## src/rtl/mips_ctrl_pkg.sv

```systemverilog
// Shared encodings for the multicycle MIPS controller:
// opcodes, FSM state codes, mux selects and the control word.
package mips_ctrl_pkg;

    localparam logic [5:0] OP_RTYPE = 6'b000000;
    localparam logic [5:0] OP_LW    = 6'b100011;
    localparam logic [5:0] OP_SW    = 6'b101011;
    localparam logic [5:0] OP_BEQ   = 6'b000100;
    localparam logic [5:0] OP_ADDI  = 6'b001000;
    localparam logic [5:0] OP_J     = 6'b000010;
    localparam logic [5:0] OP_JAL   = 6'b000011;

    localparam logic [1:0] SRCB_B     = 2'b00;
    localparam logic [1:0] SRCB_4     = 2'b01;
    localparam logic [1:0] SRCB_IMM   = 2'b10;
    localparam logic [1:0] SRCB_IMMSH = 2'b11;

    localparam logic [1:0] PCSRC_ALU    = 2'b00;
    localparam logic [1:0] PCSRC_ALUOUT = 2'b01;
    localparam logic [1:0] PCSRC_JUMP   = 2'b10;

    localparam logic [1:0] M2R_ALUOUT = 2'b00;
    localparam logic [1:0] M2R_MDR    = 2'b01;
    localparam logic [1:0] M2R_PC     = 2'b10;

    localparam logic [1:0] RDST_RT = 2'b00;
    localparam logic [1:0] RDST_RD = 2'b01;
    localparam logic [1:0] RDST_RA = 2'b10;

    localparam logic [1:0] ALUOP_ADD   = 2'b00;
    localparam logic [1:0] ALUOP_SUB   = 2'b01;
    localparam logic [1:0] ALUOP_FUNCT = 2'b10;

    typedef enum logic [3:0] {
        S_FETCH  = 4'd0,
        S_DECODE = 4'd1,
        S_MEMADR = 4'd2,
        S_MEMRD  = 4'd3,
        S_MEMWB  = 4'd4,
        S_MEMWR  = 4'd5,
        S_REXEC  = 4'd6,
        S_ALUWB  = 4'd7,
        S_BEQ    = 4'd8,
        S_ADDIEX = 4'd9,
        S_ADDIWB = 4'd10,
        S_JUMP   = 4'd11,
        S_JAL    = 4'd12,
        S_TRAP   = 4'd13
    } state_t;

    typedef struct packed {
        logic       pc_write;
        logic       pc_write_cond;
        logic       iord;
        logic       mem_read;
        logic       mem_write;
        logic       ir_write;
        logic       reg_write;
        logic       alu_src_a;
        logic [1:0] reg_dst;
        logic [1:0] mem_to_reg;
        logic [1:0] alu_src_b;
        logic [1:0] alu_op;
        logic [1:0] pc_src;
        logic       illegal_op;
    } ctrl_t;

endpackage

```

## src/rtl/mips_multicycle_control_if.sv

```systemverilog
// Controller <-> datapath/memory bundle; the controller
// is the master, the datapath side is the slave.
interface mips_multicycle_control_if #(
    parameter int OPCODE_W = 6,
    parameter int CNT_W    = 32
);
    logic [OPCODE_W-1:0] opcode;
    logic                mem_ready;
    logic                zero;
    logic                pc_write;
    logic                pc_write_cond;
    logic                iord;
    logic                mem_read;
    logic                mem_write;
    logic                ir_write;
    logic                reg_write;
    logic                alu_src_a;
    logic [1:0]          reg_dst;
    logic [1:0]          mem_to_reg;
    logic [1:0]          alu_src_b;
    logic [1:0]          alu_op;
    logic [1:0]          pc_src;
    logic [3:0]          state_o;
    logic                illegal_op;
    logic [CNT_W-1:0]    instr_retired;

    modport master (
        input  opcode, mem_ready, zero,
        output pc_write, pc_write_cond, iord, mem_read,
        output mem_write, ir_write, reg_write, alu_src_a,
        output reg_dst, mem_to_reg, alu_src_b, alu_op,
        output pc_src, state_o, illegal_op, instr_retired
    );

    modport slave (
        output opcode, mem_ready, zero,
        input  pc_write, pc_write_cond, iord, mem_read,
        input  mem_write, ir_write, reg_write, alu_src_a,
        input  reg_dst, mem_to_reg, alu_src_b, alu_op,
        input  pc_src, state_o, illegal_op, instr_retired
    );
endinterface

```

## src/rtl/mips_ctrl_outdec.sv

```systemverilog
// State -> raw control word; memory-handshake gating
// and reset masking are applied by the top.
module mips_ctrl_outdec
    import mips_ctrl_pkg::*;
(
    input  state_t state,
    output ctrl_t  ctrl
);
    always_comb begin
        ctrl = '0;
        case (state)
            S_FETCH: begin
                ctrl.mem_read  = 1'b1;
                ctrl.ir_write  = 1'b1;
                ctrl.pc_write  = 1'b1;
                ctrl.alu_src_b = SRCB_4;
            end
            S_DECODE: ctrl.alu_src_b = SRCB_IMMSH;
            S_MEMADR: begin
                ctrl.alu_src_a = 1'b1;
                ctrl.alu_src_b = SRCB_IMM;
            end
            S_MEMRD: begin
                ctrl.mem_read = 1'b1;
                ctrl.iord     = 1'b1;
            end
            S_MEMWB: begin
                ctrl.mem_to_reg = M2R_MDR;
                ctrl.reg_write  = 1'b1;
            end
            S_MEMWR: begin
                ctrl.mem_write = 1'b1;
                ctrl.iord      = 1'b1;
            end
            S_REXEC: begin
                ctrl.alu_src_a = 1'b1;
                ctrl.alu_op    = ALUOP_FUNCT;
            end
            S_ALUWB: begin
                ctrl.reg_dst   = RDST_RD;
                ctrl.reg_write = 1'b1;
            end
            S_BEQ: begin
                ctrl.alu_src_a     = 1'b1;
                ctrl.alu_op        = ALUOP_SUB;
                ctrl.pc_src        = PCSRC_ALUOUT;
                ctrl.pc_write_cond = 1'b1;
            end
            S_ADDIEX: begin
                ctrl.alu_src_a = 1'b1;
                ctrl.alu_src_b = SRCB_IMM;
            end
            S_ADDIWB: ctrl.reg_write = 1'b1;
            S_JUMP: begin
                ctrl.pc_src   = PCSRC_JUMP;
                ctrl.pc_write = 1'b1;
            end
            S_JAL: begin
                ctrl.pc_src     = PCSRC_JUMP;
                ctrl.pc_write   = 1'b1;
                ctrl.reg_dst    = RDST_RA;
                ctrl.mem_to_reg = M2R_PC;
                ctrl.reg_write  = 1'b1;
            end
            S_TRAP:  ctrl.illegal_op = 1'b1;
            default: ctrl = '0;
        endcase
    end
endmodule

```

## src/rtl/mips_multicycle_control.sv

```systemverilog
// Multicycle MIPS control FSM with memory wait states,
// illegal-opcode trap and retired-instruction counter.
module mips_multicycle_control
    import mips_ctrl_pkg::*;
#(
    parameter int OPCODE_W   = 6,
    parameter int ENABLE_JAL = 1,
    parameter int CNT_W      = 32
) (
    input logic clk,
    input logic reset,
    mips_multicycle_control_if.master bus
);
    state_t           state;
    state_t           nxt;
    logic [CNT_W-1:0] cnt;
    logic             retire;
    ctrl_t            dcw;
    ctrl_t            cw;

    function automatic state_t dec_op(input logic [OPCODE_W-1:0] op);
        state_t s;
        s = S_TRAP;
        if (op == OPCODE_W'(OP_RTYPE))                       s = S_REXEC;
        else if (op == OPCODE_W'(OP_LW))                     s = S_MEMADR;
        else if (op == OPCODE_W'(OP_SW))                     s = S_MEMADR;
        else if (op == OPCODE_W'(OP_BEQ))                    s = S_BEQ;
        else if (op == OPCODE_W'(OP_ADDI))                   s = S_ADDIEX;
        else if (op == OPCODE_W'(OP_J))                      s = S_JUMP;
        else if (op == OPCODE_W'(OP_JAL) && ENABLE_JAL != 0) s = S_JAL;
        return s;
    endfunction

    always_comb begin
        nxt = S_FETCH;
        case (state)
            S_FETCH:  nxt = bus.mem_ready ? S_DECODE : S_FETCH;
            S_DECODE: nxt = dec_op(bus.opcode);
            S_MEMADR: nxt = (bus.opcode == OPCODE_W'(OP_LW)) ? S_MEMRD : S_MEMWR;
            S_MEMRD:  nxt = bus.mem_ready ? S_MEMWB : S_MEMRD;
            S_MEMWR:  nxt = bus.mem_ready ? S_FETCH : S_MEMWR;
            S_REXEC:  nxt = S_ALUWB;
            S_ADDIEX: nxt = S_ADDIWB;
            default:  nxt = S_FETCH;
        endcase
    end

    // Trap returns to FETCH without counting as a retirement
    always_comb begin
        retire = 1'b0;
        case (state)
            S_MEMWB, S_ALUWB, S_BEQ,
            S_ADDIWB, S_JUMP, S_JAL: retire = 1'b1;
            S_MEMWR:                 retire = bus.mem_ready;
            default:                 retire = 1'b0;
        endcase
    end

    always_ff @(posedge clk or posedge reset) begin
        if (reset) begin
            state <= S_FETCH;
            cnt   <= '0;
        end else begin
            state <= nxt;
            if (retire) cnt <= cnt + CNT_W'(1);
        end
    end

    mips_ctrl_outdec u_outdec (
        .state (state),
        .ctrl  (dcw)
    );

    // Reset masks every write strobe, even while state reads FETCH
    always_comb begin
        cw = dcw;
        if (state == S_FETCH) begin
            cw.pc_write = bus.mem_ready;
            cw.ir_write = bus.mem_ready;
        end
        if (reset) begin
            cw.pc_write      = 1'b0;
            cw.pc_write_cond = 1'b0;
            cw.ir_write      = 1'b0;
            cw.reg_write     = 1'b0;
            cw.mem_write     = 1'b0;
        end
    end

    assign bus.pc_write      = cw.pc_write;
    assign bus.pc_write_cond = cw.pc_write_cond;
    assign bus.iord          = cw.iord;
    assign bus.mem_read      = cw.mem_read;
    assign bus.mem_write     = cw.mem_write;
    assign bus.ir_write      = cw.ir_write;
    assign bus.reg_write     = cw.reg_write;
    assign bus.alu_src_a     = cw.alu_src_a;
    assign bus.reg_dst       = cw.reg_dst;
    assign bus.mem_to_reg    = cw.mem_to_reg;
    assign bus.alu_src_b     = cw.alu_src_b;
    assign bus.alu_op        = cw.alu_op;
    assign bus.pc_src        = cw.pc_src;
    assign bus.illegal_op    = cw.illegal_op;
    assign bus.state_o       = state;
    assign bus.instr_retired = cnt;
endmodule
```

## src/flat_wrapper.sv

```systemverilog
// flat-port wrapper written by rule: the top's interface ports become plain ports
module mips_multicycle_control_flat import mips_ctrl_pkg::*;
#(
    parameter int OPCODE_W   = 6,
    parameter int ENABLE_JAL = 1,
    parameter int CNT_W      = 32
)
  (clk, reset, bus_opcode, bus_mem_ready, bus_zero, bus_pc_write, bus_pc_write_cond, bus_iord, bus_mem_read, bus_mem_write, bus_ir_write, bus_reg_write, bus_alu_src_a, bus_reg_dst, bus_mem_to_reg, bus_alu_src_b, bus_alu_op, bus_pc_src, bus_state_o, bus_illegal_op, bus_instr_retired);
  mips_multicycle_control_if #(.OPCODE_W(OPCODE_W), .CNT_W(CNT_W)) bus_i ();
  input logic clk;
  input logic reset;
  input wire logic [$bits(bus_i.opcode)-1:0] bus_opcode;
  input wire logic [$bits(bus_i.mem_ready)-1:0] bus_mem_ready;
  input wire logic [$bits(bus_i.zero)-1:0] bus_zero;
  output wire logic [$bits(bus_i.pc_write)-1:0] bus_pc_write;
  output wire logic [$bits(bus_i.pc_write_cond)-1:0] bus_pc_write_cond;
  output wire logic [$bits(bus_i.iord)-1:0] bus_iord;
  output wire logic [$bits(bus_i.mem_read)-1:0] bus_mem_read;
  output wire logic [$bits(bus_i.mem_write)-1:0] bus_mem_write;
  output wire logic [$bits(bus_i.ir_write)-1:0] bus_ir_write;
  output wire logic [$bits(bus_i.reg_write)-1:0] bus_reg_write;
  output wire logic [$bits(bus_i.alu_src_a)-1:0] bus_alu_src_a;
  output wire logic [$bits(bus_i.reg_dst)-1:0] bus_reg_dst;
  output wire logic [$bits(bus_i.mem_to_reg)-1:0] bus_mem_to_reg;
  output wire logic [$bits(bus_i.alu_src_b)-1:0] bus_alu_src_b;
  output wire logic [$bits(bus_i.alu_op)-1:0] bus_alu_op;
  output wire logic [$bits(bus_i.pc_src)-1:0] bus_pc_src;
  output wire logic [$bits(bus_i.state_o)-1:0] bus_state_o;
  output wire logic [$bits(bus_i.illegal_op)-1:0] bus_illegal_op;
  output wire logic [$bits(bus_i.instr_retired)-1:0] bus_instr_retired;
  assign bus_i.opcode = bus_opcode;
  assign bus_i.mem_ready = bus_mem_ready;
  assign bus_i.zero = bus_zero;
  assign bus_pc_write = bus_i.pc_write;
  assign bus_pc_write_cond = bus_i.pc_write_cond;
  assign bus_iord = bus_i.iord;
  assign bus_mem_read = bus_i.mem_read;
  assign bus_mem_write = bus_i.mem_write;
  assign bus_ir_write = bus_i.ir_write;
  assign bus_reg_write = bus_i.reg_write;
  assign bus_alu_src_a = bus_i.alu_src_a;
  assign bus_reg_dst = bus_i.reg_dst;
  assign bus_mem_to_reg = bus_i.mem_to_reg;
  assign bus_alu_src_b = bus_i.alu_src_b;
  assign bus_alu_op = bus_i.alu_op;
  assign bus_pc_src = bus_i.pc_src;
  assign bus_state_o = bus_i.state_o;
  assign bus_illegal_op = bus_i.illegal_op;
  assign bus_instr_retired = bus_i.instr_retired;
  mips_multicycle_control #(.OPCODE_W(OPCODE_W), .ENABLE_JAL(ENABLE_JAL), .CNT_W(CNT_W)) u_core (.clk(clk), .reset(reset), .bus(bus_i));
endmodule
```

## config.mk

```make
export PLATFORM = sky130hd
export DESIGN_NAME = mips_multicycle_control_flat
export DESIGN_NICKNAME = d
export VERILOG_FILES = /design/src/rtl/mips_ctrl_pkg.sv /design/src/rtl/mips_multicycle_control_if.sv /design/src/rtl/mips_ctrl_outdec.sv /design/src/rtl/mips_multicycle_control.sv /design/src/flat_wrapper.sv
export SDC_FILE = /design/constraint.sdc
export NUM_CORES = 1
export LEC_CHECK = 0
export CAP_MARGIN = 20
export CORE_ASPECT_RATIO = 0.9
export CORE_MARGIN = 10
export CORE_UTILIZATION = 46
export CTS_CLUSTER_SIZE = 28
export DETAILED_ROUTE_END_ITERATION = 10
export PLACE_DENSITY = 0.8
export SKIP_CTS_REPAIR_TIMING = 1
export SLEW_MARGIN = 10
export SYNTH_ARGS = -nofsm -noshare
export SYNTH_HDL_FRONTEND = slang
export SYNTH_SLANG_ARGS = --single-unit
```

## constraint.sdc

```tcl
create_clock -name clk -period 3 [get_ports clk]
set_input_delay 0.75 -clock clk [delete_from_list [all_inputs] [get_ports clk]]
set_output_delay 0.75 -clock clk [all_outputs]
set_load 0.02 [all_outputs]
```

---- After elaboration in Yosys (flattened, before gate mapping) ----
Cells that the tools add are included.
word-level totals
  bits in registers ....................... 36
  input bits .............................. 10
  output and inout bits ................... 55
  logic and storage cells ................. 61
operators by class
  add/subtract/negate cells ............... 1
  equal/unequal tests ..................... 19
  multiplexer cells ....................... 30
  reductions and logical operators ........ 9
operators with widths
  operator                                        number
  adder 32 x 1 -> 32 bit (second input constant)  1
  case mux 4 bit (7 select lines)                 1
  == test 4 bit (second input constant)           6
  2-to-1 mux 4 bit                                6
  == test 4 x 3 -> 1 bit (second input constant)  4
  case mux 2 bit (2 select lines)                 4
  == test 6 x 2 -> 1 bit (second input constant)  2
  == test 6 bit (second input constant)           2
  2-to-1 mux 1 bit                                12
  2-to-1 mux 3 bit                                4
  == test 4 x 2 -> 1 bit (second input constant)  2
  OR reduction 2 bit                              4
  OR reduction 4 bit                              2
  == test 6 x 3 -> 1 bit (second input constant)  1
  == test 6 x 4 -> 1 bit (second input constant)  1
  zero test 6 bit                                 1
  case mux 2 bit (3 select lines)                 1
  OR reduction 6 bit                              1
  == test 4 x 1 -> 1 bit (second input constant)  1
  zero test 4 bit                                 1
  2-to-1 mux 2 bit                                1
  case mux 1 bit (2 select lines)                 1

---- Longest topological paths before layout ----
Gate-level depths: netlist of the first run.
  word-level depth ........................ 9
  depth in mapped cells ................... 7
  mapped depth without buffers ............ 5

---- By module ----
Synthesis of the first run repeated with hierarchy kept, for this count alone.
second synthesis, totals
  cells, all modules ...................... 221
  area total of the unflattened synthesis .. 2149.6 um^2
by module, submodules not included
  module                   instances  cells an instance  area an instance (um^2)  seq. area each (um^2)
  mips_multicycle_control  1          185                1909.3                   900.9
  mips_ctrl_outdec         1          36                 240.2                    0.0

---- Worst setup path after synthesis of the first run ----
No wires, ideal clock.
  path kind ............................... input to output
  from .................................... in reset
  to ...................................... out bus_pc_write
  arrival time ............................ 2214 ps
  required time ........................... 2250 ps
  path slack .............................. 36 ps
  stages on the path ...................... 3
  buffers on the path ..................... 0
  cell sequence ........................... inv_1 -> and4_1 -> a21o_1
between the ends
  longest elaborated chain between the ends .. 1
RTL lines
  item              RTL line                       source
  start, declared   flat_wrapper.sv:11             input logic reset;
  2-to-1 mux 2 bit  mips_multicycle_control.sv:81  if (reset) begin
  end, declared     flat_wrapper.sv:15             output wire logic [$bits(bus_i.pc_write)-1:0] bus_pc_write;
Every way passes these cells.

---- Worst setup path in the final report of the first run ----
  from .................................... in reset
  to ...................................... out bus_ir_write
between the ends
  longest elaborated chain between the ends .. 1
RTL lines
  item              RTL line                       source
  2-to-1 mux 3 bit  mips_multicycle_control.sv:81
  end, declared     flat_wrapper.sv:20             output wire logic [$bits(bus_i.ir_write)-1:0] bus_ir_write;
Every way passes these cells.

==> metrics.cfg, run 1 <==
[cts]
clock_latency_ps=290
path_clk_slew_ps=70
htreeDepth=2
clock_root_buffer_master=sky130_fd_sc_hd__clkbuf_8
cts_buffer_depth=2
cts_sinks=36
cts_tree=done
numCtsBuffers=5

[timing]
timing.max_slew.rel_slack_pct=72.5
period_share_pct=97.3
rsz_0062_raised_after_global_routing=false
tightestPinTransition_ps=402
finalHoldViolCount=0
final_setup_violation_count=0
fmax_ghz=0.343
timing.final.max_slew_violations=0
fin_worst_skew_ps=6.27
worst_slack_ps=80.5
finalWorstPathRequiredPeriod_ps=2920

[critical_path]
timing.critical_path.fanout_max=4
worst-endpoint-required_ps=2250
timing.rr.start=u_core.bus.state_o[1]
critical-path-max-stage-delay_ps=610
reg2reg_setup_slack_ps=810
crit_arrival_ps=2170
timing.rr.end=u_core.bus.instr_retired[31]
cell_occurring_most_often_along_the_worst_timing_path=sky130_fd_sc_hd__clkdlybuf4s50_1
cells_on_worst_reg2reg_path=6
timing.critical_path.to_type=primary output
worstSetupStartpointType=input port
critPathSlowestCell=sky130_fd_sc_hd__clkdlybuf4s50_1
timing_worst_setup_path_type=input port to primary output
timing.critical_path.cells=clkdlybuf4s50_1, inv_1, and4_1, clkdlybuf4s50_1

[run]
maxcap_viol_count=0

[drt]
routed_wirelength_um=4940
number_of_design_rule_violations_left_after_detail_routing=0
first_iter_violations=77
drt-vias-per-instance=5.23
drt-pass1-iter-count=4
detail_route.wl_per_cell_um=14.4
vias=1798
postRouteAntennaNets=0

[die]
boundaryPins=65
chipWidth_um=89.6
design.core.area_mm2=0.00416
row_count=22
floorplan.die.height_um=82.6
die_area_mm2=0.00741
starting_density_pct=48.3

[placement]
number_of_input_and_output_port_buffers_inserted=63
dp_worst_setup_slack_ps=-7.21
detailed_place_hpwl_um=3810
gp_routability_congestion=0.783

[yosys]
synth.yosys.warnings=0
yosysTopAreaCellShare_pct=44.9
cell_types_with_the_largest_area_share_after_synthesis=sky130_fd_sc_hd__dfrtp_1, sky130_fd_sc_hd__xnor2_1, sky130_fd_sc_hd__xor2_1
synth_edf_count=0
netlist.top_cell.by_area=sky130_fd_sc_hd__dfrtp_1
syn-mean-instance-area_um2=9.37
ys_seq_area_share_pct=44.9
synthesis.nets=225
async_set_or_reset_flop_fraction_in_the_synthesized_netlist_pct=100
yosys_register_bits=36
yosysUniqueCellTypes=42
synthesis.area_mm2=0.00201
number_of_instances_in_the_synthesized_netlist=214
synth_top_flop_cell=sky130_fd_sc_hd__dfrtp_1

[pwr]
clock_share_of_power_pct=20.4
p_leak_nw=1.24
p_int_w=0.00122
comb_power_share_pct=45.6
power.density_mw_per_mm2=715
power.switching_fraction_pct=39.6
netSwitchingPower_w=0.000802
report.power.total_w=0.00203
power.ir.vdd_worst_mv=0.497
power.sequential.fraction_pct=33.9

[grt]
gr-total-overflow=0
grt_util_all_layers_pct=14.0
grt_max_degree=28
grt_antenna_before_repair=0
via_count_of_the_first_global_routing_pass=1682
grt_first_pass_wirelength_um=8230

[layout]
syn2layout_area_growth_pct=41.4
layout.cells.most_common_list=sky130_fd_sc_hd__clkdlybuf4s50_1, sky130_fd_sc_hd__dfrtp_1, sky130_fd_sc_hd__nand2_1, sky130_fd_sc_hd__xnor2_1, sky130_fd_sc_hd__nor3_1
diodes=0
layout_commonest_cell=sky130_fd_sc_hd__clkdlybuf4s50_1
final_net_count=294
drive_above_1_share_pct=7.75

[hold_path]
worst_hold_path_cells=1
hold_path_class=register to register
hold_path_end=u_core.bus.instr_retired[31]
worstHoldStart=u_core.bus.instr_retired[31]

[status]
run_status=completed

[worst max-delay path, delay by kind of cell]
kind          cells  cell delay (ps)
buf+inv           3             1210
simple gates      1              210
[cells in the mapped netlist, drive strengths merged (2+ instances only)]
master	number
nand4	8
a211oi	2
nand3	9
xor2	15
and3	7
and4	3
or3	2
and2b	2
clkbuf	4
a21o	2
o21ai	4
nand2b	4
a21oi	6
and2	3
dfrtp	36
inv	5
nor3	17
nor2	15
xnor2	17
or2	3
nor4	5
nand2	28
buf	3
[routing by layer]
metal | vias up | wire length (um) | track usage (%)
met3 | 2 | 391 | 4.99
met5 | - | 0 | 0
met1 | 859 | 2160 | 17.1
met2 | 44 | 2360 | 23.0
li1 | 893 | - | -
met4 | 0 | 25 | 4.13
[worst max-delay path by stage]
stage | from | to | slack [ps] | cells after the start
after global routing | reset | bus_ir_write | 20 | 4
after global placement | reset | bus_pc_write | 10 | 5
after detailed placement | reset | bus_pc_write | -7 | 5
after CTS | reset | bus_pc_write | -5 | 5
final | reset | bus_ir_write | 80 | 4
after floorplan | reset | bus_pc_write | 40 | 3
[flip-flops by register name, summed over array words and instances (netlist names)]
register                  cells
u_core.bus.state_o            4
u_core.bus.instr_retired     32
[final cells by class]
| type | instances | area [um^2] |
|---|---|---|
| Clock inverter | 2 | 35.0 |
| Timing Repair Buffer | 69 | 678 |
| Inverter | 5 | 18.8 |
| Fill cell | 328 | 1320 |
| Sequential cell | 36 | 905 |
| Tap cell | 60 | 75.1 |
| Clock buffer | 6 | 72.6 |
| Multi-Input combinational cell | 166 | 1050 |
[metrics by stage]
step	std cells	util [%]	TNS, ps	instance area (um^2)	hold slack, ps
after floorplan	214	-	0	2010	581
after global placement	336	65.5	0	2720	458
after detailed placement	336	65.5	-7.21	2720	470
after CTS	344	68.1	-4.56	2830	480
after global routing	344	68.2	0	2840	492
final	344	68.2	0	2840	479
[power by group through the flow]
| stage | combinational [W] | clock [W] | sequential (W) |
|---|---|---|---|
| global placement | 0.000923 | 0 | 0.000690 |
| global route | 0.00101 | 0.000444 | 0.000713 |
| floorplan | 0.000529 | 0 | 0.000696 |
| finish | 0.000924 | 0.000414 | 0.000687 |
| detailed placement | 0.000934 | 0 | 0.000692 |
| CTS | 0.000938 | 0.000419 | 0.000682 |
[cells by family after synthesis]
group / Yosys count / synth area share (%)
adder cells (fa/ha/maj): 1 / 0.624
AND/OR/NAND/NOR: 109 / 28.6
XOR/XNOR: 32 / 14.0
AO/OA/AOI/OAI: 22 / 8.11
buffers and inverters: 12 / 2.68
flip-flops: 36 / 44.9
multiplexers: 2 / 1.06
Note: power is estimated with default switching activity, not from simulation.
==> run 2, diff against run 1 <==
clock period = 3.3 ns   (was 3 ns; I/O delays follow)
==> metrics.cfg, run 2 (synthesized netlist as in run 1, its figures left out) <==
[drt]
number_of_design_rule_violations_left_after_detail_routing=0  ; unchanged
vias=1808  ; +0.56%
routed_wirelength_um=5010  ; +1.4%
detail_route.wl_per_cell_um=14.5  ; +1.4%
drt-vias-per-instance=5.26  ; +0.56%
first_iter_violations=89  ; +16%
postRouteAntennaNets=0  ; unchanged
drt-pass1-iter-count=4  ; unchanged

[critical_path]
crit_arrival_ps=2360  ; +190 ps
worst-endpoint-required_ps=2470  ; +220 ps
timing_worst_setup_path_type=input port to primary output
worstSetupStartpointType=input port
timing.critical_path.fanout_max=4  ; unchanged
cells_on_worst_reg2reg_path=7  ; +1
timing.critical_path.to_type=primary output

[pwr]
report.power.total_w=0.00179  ; -12%
power.density_mw_per_mm2=636  ; -11%
p_leak_nw=1.21  ; -1.9%
power.ir.vdd_worst_mv=0.439  ; -12%

[layout]
final_net_count=294  ; unchanged
largest_register_ff_count=32  ; unchanged
layout.cells.most_common_list=sky130_fd_sc_hd__clkdlybuf4s50_1, sky130_fd_sc_hd__dfrtp_1, sky130_fd_sc_hd__nand2_1, sky130_fd_sc_hd__xnor2_1, sky130_fd_sc_hd__nor3_1
diodes=0  ; unchanged
drive_above_1_share_pct=6.69  ; -1.1 points
syn2layout_area_growth_pct=40.4
layout_commonest_cell=sky130_fd_sc_hd__clkdlybuf4s50_1
fillers=347  ; +5.8%
stdcell_area_mm2=0.00282  ; -0.71%

[cts]
cts_buffer_depth=2  ; unchanged
numCtsBuffers=5  ; unchanged
htreeDepth=2  ; unchanged
clock_latency_ps=290  ; about the same
clock_root_buffer_master=sky130_fd_sc_hd__clkbuf_8
path_clk_slew_ps=70  ; about the same
cts_sinks=36  ; unchanged
cts_tree=done

[grt]
grt_first_pass_wirelength_um=8140  ; -1.2%
gr-total-overflow=0  ; unchanged
grt_antenna_before_repair=0  ; unchanged
grt_max_degree=27  ; -3.6%
via_count_of_the_first_global_routing_pass=1690  ; +0.48%
grt_util_all_layers_pct=13.9  ; -0.10 points

[die]
floorplan.die.height_um=82.6  ; unchanged
starting_density_pct=48.3  ; unchanged
die_area_mm2=0.00741  ; unchanged
chipWidth_um=89.6  ; unchanged
boundaryPins=65  ; unchanged
design.core.area_mm2=0.00416  ; unchanged
row_count=22  ; unchanged

[timing]
period_share_pct=96.4
timing.final.max_slew_violations=0  ; unchanged
totalNegativeSetupSlack_ps=0  ; unchanged
final_setup_violation_count=0  ; unchanged
fmax_ghz=0.314
tightestPinTransition_ps=505  ; +104 ps
finalHoldViolCount=0  ; unchanged
fin_worst_skew_ps=6.29  ; +0.0202 ps
rsz_0062_raised_after_global_routing=false
finalWorstPathRequiredPeriod_ps=3180
timing.max_slew.rel_slack_pct=66.3  ; -6.2 points
timing.hold.ws_ps=477  ; -2.43 ps

[placement]
number_of_input_and_output_port_buffers_inserted=63  ; unchanged
gp_routability_congestion=0.795  ; +1.6%
detailed_place_hpwl_um=3810  ; about the same
dpl-instance-area_mm2=0.00272  ; unchanged

[status]
run_status=completed

[hold_path]
worst_hold_path_cells=1  ; unchanged
hold_path_class=register to register

[run]
maxcap_viol_count=0  ; unchanged

-- run 2: cell count changes in the layout (fill, tap and decap cells not counted), sizes merged --
| cell | change |
|---|---|
| dlymetal6s2s | -1 |
| clkbuf | +1 |
| clkdlybuf4s50 | +1 |
| bufinv | -1 |
| clkinvlp | +1 |
| clkinv | -1 |
-- run 2: layout make-up --
cell class / count / area [um^2] / share of cell area, %
well taps: 60 / 75.1 / 2.67
repair buffers: 69 / 676 / 24.0
clock buffers: 7 / 86.3 / 3.07
flip-flops and latches: 36 / 901 / 32.0
multi-input cells: 166 / 1050 / 37.3
clock inverters: 1 / 7.51 / 0.267
inverters: 5 / 18.8 / 0.667
-- run 2: worst max-delay path, cell delays in order --
cell and delay, ps:
sky130_fd_sc_hd__clkdlybuf4s50_1 460, sky130_fd_sc_hd__inv_1 140, sky130_fd_sc_hd__and4_1 240, sky130_fd_sc_hd__a21o_1 100, sky130_fd_sc_hd__clkdlybuf4s50_1 600
-- run 2: metrics by stage --
step / util (%) / setup WS [ps] / std cells
3_3_place_gp: 65.5 / 164 / 336
4_1_cts: 67.7 / 108 / 344
5_1_grt: 67.7 / 53.2 / 344
6_report: 67.7 / 120 / 344
2_1_floorplan: - / 186 / 214
3_5_place_dp: 65.5 / 112 / 336
-- run 2: path summary, 6_finish.rpt --
path | start | endpoint | slack [ps]
min in group asynchronous | reset | u_core.bus.state_o[2] | 1000
worst max register to register | u_core.bus.state_o[1] | u_core.bus.instr_retired[31] | 890
max in group asynchronous | reset | u_core.bus.instr_retired[8] | 1980
worst min register to register | u_core.bus.instr_retired[31] | u_core.bus.instr_retired[31] | 480
worst min-delay path | u_core.bus.instr_retired[31] | u_core.bus.instr_retired[31] | 480
worst max-delay path | reset | bus_pc_write | 120
-- run 2: power by group --
group	leakage (nW)	internal, W	switching [W]
Combinational	0.680	0.000389	0.000453
Clock	0.0445	0.000170	0.000155
Sequential	0.490	0.000496	0.000126
Total	1.21	0.00105	0.000734
-- run 2: layer usage --
metal	global-route usage [%]	part of all wire, %
met5	0	0
met4	4.92	1.2
met3	5.09	7.6
met2	23.0	48
met1	16.4	44
==> run 3, diff against run 2 <==
GPL_TIMING_DRIVEN = 0   (was default)
==> metrics.cfg, run 3 (synthesized netlist as in run 1, its figures left out) <==
[status]
run_status=completed

[critical_path]
crit_buf_inv=2  ; -1
timing_worst_setup_path_type=input port to primary output
worst-endpoint-required_ps=2470  ; about the same
timing.critical_path.cells=clkdlybuf4s50_1, and4_1, a21o_1, clkdlybuf4s50_1
critical_path.top_delay_family=buffers and inverters
critical-path-max-stage-delay_ps=590  ; about the same
timing.critical_path.to_type=primary output
timing.critical_path.fanout_max=7  ; +3
crit_arrival_ps=2300  ; -60 ps
worstSetupStartpointType=input port
cell_occurring_most_often_along_the_worst_timing_path=sky130_fd_sc_hd__clkdlybuf4s50_1
critPathSlowestCell=sky130_fd_sc_hd__clkdlybuf4s50_1

[cts]
cts_buffer_depth=2  ; unchanged
numCtsBuffers=5  ; unchanged
cts_tree=done
clock_latency_ps=280  ; about the same
htreeDepth=2  ; unchanged
cts_sinks=36  ; unchanged
clock_root_buffer_master=sky130_fd_sc_hd__clkbuf_8
path_clk_slew_ps=70  ; about the same

[run]
maxcap_viol_count=0  ; unchanged

[pwr]
report.power.total_w=0.00190  ; +6.1%
power.ir.vdd_worst_mv=0.412  ; -6.2%
p_leak_nw=1.24  ; +2.5%
power.density_mw_per_mm2=661  ; +4.0%

[timing]
timing.max_slew.rel_slack_pct=71.3  ; +4.9 points
timing.final.max_slew_violations=0  ; unchanged
tightestPinTransition_ps=428  ; -77.4 ps
final_setup_violation_count=0  ; unchanged
fmax_ghz=0.320  ; +1.7%
finalHoldViolCount=0  ; unchanged
finalWorstPathRequiredPeriod_ps=3130  ; -52.4 ps
totalNegativeSetupSlack_ps=0  ; unchanged
fin_worst_skew_ps=6.67  ; +0.382 ps
rsz_0062_raised_after_global_routing=false
period_share_pct=94.8  ; -1.6 points

[hold_path]
hold_path_class=register to register

[placement]
number_of_input_and_output_port_buffers_inserted=63  ; unchanged
gp_routability_congestion=0.768  ; -3.5%
detailed_place_hpwl_um=3690  ; -3.2%

[layout]
diodes=0  ; unchanged
largest_register_ff_count=32  ; unchanged
layout_commonest_cell=sky130_fd_sc_hd__clkdlybuf4s50_1
fillers=316  ; -8.9%
syn2layout_area_growth_pct=43.2
finalCoreUtilization_pct=69.1  ; +1.4 points
final_net_count=295  ; +0.34%
layout.cells.most_common_list=sky130_fd_sc_hd__clkdlybuf4s50_1, sky130_fd_sc_hd__dfrtp_1, sky130_fd_sc_hd__nand2_1, sky130_fd_sc_hd__xnor2_1, sky130_fd_sc_hd__nor3_1
drive_above_1_share_pct=6.67  ; -0.023 points

[grt]
grt_max_degree=39  ; +44%
gr-total-overflow=0  ; unchanged
via_count_of_the_first_global_routing_pass=1753  ; +3.7%
grt_util_all_layers_pct=13.7  ; -0.21 points
grt_first_pass_wirelength_um=8200  ; +0.85%
grt_antenna_before_repair=0  ; unchanged

[drt]
first_iter_violations=69  ; -22%
number_of_design_rule_violations_left_after_detail_routing=0  ; unchanged
postRouteAntennaNets=0  ; unchanged
vias=1804  ; -0.22%
routed_wirelength_um=5070  ; +1.2%
drt-pass1-iter-count=4  ; unchanged
detail_route.wl_per_cell_um=14.7  ; +0.93%
drt-vias-per-instance=5.23  ; -0.51%

[die]
die_area_mm2=0.00741  ; unchanged
row_count=22  ; unchanged
floorplan.die.height_um=82.6  ; unchanged
boundaryPins=65  ; unchanged
starting_density_pct=48.3  ; unchanged
chipWidth_um=89.6  ; unchanged
design.core.area_mm2=0.00416  ; unchanged

==> run 3: cell type report <==
class                           instances  area (um^2)  area share [%]
Multi-Input combinational cell        166         1050            36.6
Clock buffer                            7         96.3            3.36
Sequential cell                        36          901            31.4
Clock inverter                          1         30.0            1.05
Inverter                                5         45.0            1.57
Tap cell                               60         75.1            2.61
Buffer                                  6         31.3            1.09
Timing Repair Buffer                   63          633            22.0
Timing Repair inverter                  1         8.76           0.305
==> run 3: final timing paths <==
path / startpoint / to / slack, ps / depth (start not counted)
max reg2reg: u_core.bus.state_o[3] / u_core.bus.instr_retired[31] / 1210 / 5
min reg2reg: u_core.bus.instr_retired[31] / u_core.bus.instr_retired[31] / 470 / 1
max in group asynchronous: reset / u_core.bus.instr_retired[26] / 2430 / 2
max: bus_mem_ready / bus_pc_write / 170 / 4
min: u_core.bus.instr_retired[31] / u_core.bus.instr_retired[31] / 470 / 1
min in group asynchronous: reset / u_core.bus.instr_retired[13] / 630 / 2
==> run 3: layer usage <==
metal  global-route usage, %  vias up  wire, um
met3                    4.31        9       385
met5                       0        -         0
met4                    5.08        0        70
met2                    22.8       50      2440
li1                        -      889         -
met1                    16.3      856      2170
==> run 3: power breakdown <==
| part | total [W] | switching (W) | internal (W) |
|---|---|---|---|
| Sequential | 0.000585 | 0.0000875 | 0.000497 |
| Combinational | 0.000893 | 0.000496 | 0.000397 |
| Clock | 0.000421 | 0.000154 | 0.000267 |
| Total | 0.00190 | 0.000738 | 0.00116 |
==> run 3: through the flow <==
step	hold slack (ps)	worst slack [ps]	cell area, um^2	instances
finish	472	172	2870	345
global route	502	29.5	2870	345
CTS	484	-485	2840	345
detailed placement	474	-488	2710	337
global placement	459	-984	2710	337
floorplan	581	186	2010	214
